$ cat config.mk
export PLATFORM = sky130hd
export DESIGN_NAME = wishbone_arbiter_rr
export DESIGN_NICKNAME = d
export VERILOG_FILES = /design/src/rtl/wishbone_arbiter_rr.sv
export SDC_FILE = /design/constraint.sdc
export NUM_CORES = 1
export LEC_CHECK = 0
export ABC_AREA = 0
export CORE_AREA = 5 5 162 164
export CTS_CLUSTER_SIZE = 12
export DETAILED_ROUTE_END_ITERATION = 6
export DIE_AREA = 0 0 167 169
export GPL_ROUTABILITY_DRIVEN = 0
export GPL_TIMING_DRIVEN = 0
export PLACE_DENSITY = 0.47
export SYNTH_ARGS = -nofsm -noshare
export SYNTH_HDL_FRONTEND = slang
export SYNTH_SLANG_ARGS = --single-unit
$ cat constraint.sdc
create_clock -name clk -period 4.6 [get_ports clk]
set_input_delay 0.69 -clock clk [delete_from_list [all_inputs] [get_ports clk]]
set_output_delay 0.69 -clock clk [all_outputs]
set_load 0.01 [all_outputs]
$ cat src/rtl/wishbone_arbiter_rr.sv
// Round-robin arbiter: NUM_MASTERS wishbone masters onto one slave port.
// Grant locks for the whole bus cycle; a per-transfer watchdog forces an error on stalled strobes.
module wishbone_arbiter_rr #(
  parameter int NUM_MASTERS = 3,
  parameter int ADDR_W      = 32,
  parameter int DATA_W      = 32,
  parameter int TIMEOUT     = 255
) (
  input  logic                            clk,
  input  logic                            rst,
  input  logic [NUM_MASTERS-1:0]          m_cyc,
  input  logic [NUM_MASTERS-1:0]          m_stb,
  input  logic [NUM_MASTERS-1:0]          m_we,
  input  logic [NUM_MASTERS*ADDR_W-1:0]   m_address,
  input  logic [NUM_MASTERS*DATA_W-1:0]   m_data_out,
  input  logic [NUM_MASTERS*DATA_W/8-1:0] m_sel,
  output logic [NUM_MASTERS-1:0]          m_ack,
  output logic [NUM_MASTERS-1:0]          m_err,
  output logic [NUM_MASTERS*DATA_W-1:0]   m_data_in,
  output logic                            s_cyc,
  output logic                            s_stb,
  output logic                            s_we,
  output logic [ADDR_W-1:0]               s_address,
  output logic [DATA_W-1:0]               s_data_out,
  output logic [DATA_W/8-1:0]             s_sel,
  input  logic                            s_ack,
  input  logic                            s_err,
  input  logic [DATA_W-1:0]               s_data_in,
  output logic [NUM_MASTERS-1:0]          grant,
  output logic                            busy
);

  localparam int SEL_W = DATA_W / 8;
  localparam int IW    = (NUM_MASTERS > 1) ? $clog2(NUM_MASTERS) : 1;
  localparam int TW    = (TIMEOUT > 1) ? $clog2(TIMEOUT) : 1;
  localparam logic [TW-1:0] TMAX = (TIMEOUT > 0) ? TW'(TIMEOUT - 1) : '0;

  typedef enum logic {IDLE, GRANT} state_t;

  state_t                 state, state_nxt;
  logic [IW-1:0]          owner, owner_nxt;
  logic [IW-1:0]          rr_ptr, rr_ptr_nxt;
  logic [NUM_MASTERS-1:0] grant_nxt;
  logic [TW-1:0]          timer, timer_nxt;
  logic [IW-1:0]          pick;
  logic                   pick_vld;
  logic                   own_cyc;
  logic                   own_stb;
  logic                   timeout_err;

  // First requester at or after rr_ptr, wrapping modulo NUM_MASTERS.
  always_comb begin
    int idx;
    idx      = 0;
    pick     = '0;
    pick_vld = 1'b0;
    for (int i = 0; i < NUM_MASTERS; i++) begin
      idx = int'(rr_ptr) + i;
      if (idx >= NUM_MASTERS) idx = idx - NUM_MASTERS;
      if (!pick_vld && m_cyc[idx]) begin
        pick     = IW'(idx);
        pick_vld = 1'b1;
      end
    end
  end

  assign own_cyc = m_cyc[owner];
  assign own_stb = m_stb[owner];

  // An ack in the expiry cycle wins over the watchdog.
  assign timeout_err = (TIMEOUT > 0) && (state == GRANT) && own_stb && !s_ack && (timer == TMAX);

  always_comb begin
    state_nxt  = state;
    owner_nxt  = owner;
    rr_ptr_nxt = rr_ptr;
    grant_nxt  = grant;
    timer_nxt  = '0;
    case (state)
      IDLE: begin
        if (pick_vld) begin
          state_nxt = GRANT;
          owner_nxt = pick;
          grant_nxt = NUM_MASTERS'(1) << pick;
        end
      end
      GRANT: begin
        if (!own_cyc) begin
          state_nxt  = IDLE;
          grant_nxt  = '0;
          rr_ptr_nxt = (owner == IW'(NUM_MASTERS - 1)) ? '0 : owner + 1'b1;
        end else if (own_stb && !s_ack && !s_err && !timeout_err) begin
          timer_nxt = timer + 1'b1;
        end
      end
      default: begin
        state_nxt = IDLE;
        grant_nxt = '0;
      end
    endcase
  end

  always_ff @(posedge clk or posedge rst) begin
    if (rst) begin
      state  <= IDLE;
      owner  <= '0;
      rr_ptr <= '0;
      grant  <= '0;
      timer  <= '0;
    end else begin
      state  <= state_nxt;
      owner  <= owner_nxt;
      rr_ptr <= rr_ptr_nxt;
      grant  <= grant_nxt;
      timer  <= timer_nxt;
    end
  end

  always_comb begin
    s_cyc      = 1'b0;
    s_stb      = 1'b0;
    s_we       = 1'b0;
    s_address  = '0;
    s_data_out = '0;
    s_sel      = '0;
    m_ack      = '0;
    m_err      = '0;
    m_data_in  = '0;
    if (state == GRANT) begin
      s_cyc      = own_cyc;
      s_stb      = own_stb & ~timeout_err;
      s_we       = m_we[owner];
      s_address  = m_address[int'(owner)*ADDR_W +: ADDR_W];
      s_data_out = m_data_out[int'(owner)*DATA_W +: DATA_W];
      s_sel      = m_sel[int'(owner)*SEL_W +: SEL_W];
      m_ack[owner] = s_ack;
      m_err[owner] = s_err | timeout_err;
      m_data_in[int'(owner)*DATA_W +: DATA_W] = s_data_in;
    end
  end

  assign busy = (state == GRANT);

endmodule

==> impl_metrics.ini <==
[outcome]
status = completed

[power_and_ir_drop]
leakagePower_nw = 3.19
power.density_nw_per_um2 = 408
power_frac_comb = 0.882
seq_power_share = 0.063
p_sw_mw = 1.62
p_clk_frac = 0.055
vdd_drop_max_mv = 0.137
finalPower_mw = 3.35
switching_share = 0.482
p_int_mw = 1.74

[timing]
slew_headroom = 0.527
setup_viol = 0
worstMarginPinSlew_ns = 0.710
rsz0062_at_grt = false
fin_crit_sh = 0.932
hold_viol = 0
fin_crit_ns = 4.29
skew_ns = 0.00186
slew_viol_final = 0
fmax_ghz = 0.233

[route]
drc = 0
num_vias = 5221
avgRoutedWirePerCell_um = 18.5
wl_mm = 23.8
viasPerCell = 4.04
first_iter_violations = 195
postRouteAntennaNets = 0
dr.pass1.iters = 6

[synthesis]
ys_seq_area_frac = 0.116
yosysUniqueCellTypes = 35
ys_ff_latch = 16
syn_nets = 793
avgSynthCellArea_um2 = 6.45
netlist_instances = 533
syn_area_um2 = 3440
yosys_warnings = 0

[critical_path]
worstPathArrival_ns = 3.60
cpPeakStageDelay_ns = 0.57
worstSetupEndpointType = output pin
crit_required_ns = 3.91
crit_chain = buf_2, buf_2, inv_1, ha_1, nand2_1, nor4b_4, clkbuf_1, and2_1, clkdlybuf4s50_1
path_max_fanout = 10
reg2reg_setup_slack_ns = 2.41
cpMostUsedCell = buf_2
crit_type = flop to output pin
cpMaxStageDelayCell = clkdlybuf4s50_1
critPathLaunchType = flop

[global_route]
grt_use_total = 0.155
grt_max_degree = 17
antenna_found_initial = 0
globalRouteOverflowTotal = 0
grt_pass1_vias = 5400
grt_pass1_wl_mm = 34.3

[clocking]
cts_tree = yes
cts_sinks = 16
clk_latency_ns = 0.24
cts_root_buffer = clkbuf_16
clk_pin_slew_worst_paths_ns = 0.05
cts_made_buffers = 3
cts.path.max_buffers = 2
h-tree-depth = 1

[placed_design]
port_buffers = 425
dp_hpwl_mm = 20.2
dpl_cell_area_um2 = 8110

[floorplanning]
dieArea_um2 = 28200
start_util = 0.139
coreArea_um2 = 24700
floorplan.io_pins = 426
die_x_um = 167
core.rowCount = 58
die_h_um = 169

[finish]
layout_common_cells = clkdlybuf4s50_1, nor2_1, and2_1
mostFrequentLayoutCell = clkdlybuf4s50_1
nets = 1223
stdcell_area_um2 = 8220
drive_above_1_share = 0.0260
antenna_cells = 0
area_delta_synth_final_pct = 139

[job]
max_cap_violations = 0

[worst_hold_path]
holdCritPathClass = flop to flop
[routing by layer]
metal	up-vias	track usage	routed length, µm
met4	0	0.0206	265
met3	14	0.0378	1700
li1	2626	-	-
met2	214	0.282	12400
met5	-	0	0
met1	2367	0.190	9520
[cell families after synthesis]
family                     Yosys count  share of synthesized area
adders and majority gates           11                     0.0400
xor gates and xnor gates             6                     0.0153
DFF                                 16                      0.116
buffers and inverters               52                     0.0611
muxes                               78                      0.229
AOI/OAI and AO/OA                   88                      0.141
and+or+nand+nor                    282                      0.397
[registers in the layout, summed over array words and instances (netlist names)]
signal and flops:
timer 8, grant 3, owner 2, rr_ptr 2, busy 1
[synth_stat cells (all sizes together)]
| cell type | instances | area, µm² |
|---|---|---|
| a21bo | 2 | 20.0 |
| a21oi | 71 | 355 |
| a22o | 1 | 8.76 |
| and2 | 99 | 619 |
| and3 | 5 | 31.3 |
| and4 | 1 | 8.76 |
| buf | 13 | 63.8 |
| clkbuf | 29 | 109 |
| clkinv | 1 | 3.75 |
| dfrtp | 16 | 400 |
| ha | 11 | 138 |
| inv | 9 | 33.8 |
| mux2 | 4 | 45.0 |
| mux2i | 74 | 741 |
| nand2 | 10 | 37.5 |
| nand2b | 1 | 6.26 |
| nand3 | 8 | 40.0 |
| nand3b | 1 | 7.51 |
| nand4 | 1 | 6.26 |
| nor2 | 148 | 556 |
| nor2b | 1 | 6.26 |
| nor3 | 2 | 10.0 |
| nor3b | 3 | 22.5 |
| nor4b | 1 | 8.76 |
| o21a | 1 | 7.51 |
| o21bai | 1 | 7.51 |
| o22a | 1 | 8.76 |
| o22ai | 7 | 43.8 |
| o2bb2ai | 1 | 8.76 |
| o31ai | 2 | 15.0 |
| o32a | 1 | 10.0 |
| or3 | 1 | 6.26 |
| xnor2 | 1 | 8.76 |
| xor2 | 5 | 43.8 |
[power by group through the flow]
stage	Combinational (mW)	Sequential (mW)	Clock, mW
floorplan	1.50	0.209	0
global placement	2.98	0.214	0
detailed placement	2.98	0.214	0
CTS	3.00	0.212	0.192
global route	3.24	0.217	0.195
finish	2.96	0.211	0.185
[through the flow]
| stage | util | cells | setup TNS (ns) | setup slack (ns) | hold WS (ns) |
|---|---|---|---|---|---|
| after floorplan | - | 533 | 0 | 1.70 | 0.488 |
| after CTS | 0.331 | 1292 | 0 | 0.0582 | 0.514 |
| after global routing | 0.332 | 1292 | 0 | 0.00417 | 0.540 |
| after global placement | 0.328 | 1288 | -1.13 | -0.110 | 0.502 |
| final | 0.332 | 1292 | 0 | 0.314 | 0.497 |
| after detailed placement | 0.328 | 1288 | -1.60 | -0.111 | 0.503 |
[final timing paths]
kind	endpoint	depth (start not counted)	start
setup reg to reg	owner[1]	7	rr_ptr[0]
max in group asynchronous	grant[0]	2	rst
min in group asynchronous	timer[2]	2	rst
hold reg to reg	grant[0]	2	grant[0]
setup / recovery	m_data_in[67]	9	owner[1]
hold / removal	grant[0]	2	grant[0]
[final cells by class]
type / instances / area, µm²
Clock buffer: 4 / 88.8
Multi-Input combinational cell: 465 / 2850
Fill cell: 2699 / 16500
Buffer: 42 / 173
Sequential cell: 16 / 400
Inverter: 10 / 37.5
Tap cell: 330 / 413
Timing Repair Buffer: 425 / 4250
[critical path, delay by kind of cell (launching register included)]
family | cells | cell delay, ns
buffers and inverters | 5 | 1.79
and+or+nand+nor | 3 | 0.80
DFF | 1 | 0.41
adders and majority gates | 1 | 0.34
[timing repair]
item	CTS	global route
buffers inserted	0	0
setup endpoints to repair	31	81
hold buffers	0	0
gates resized for setup	1	3
No activity file was read; power rests on OpenSTA's default activity.
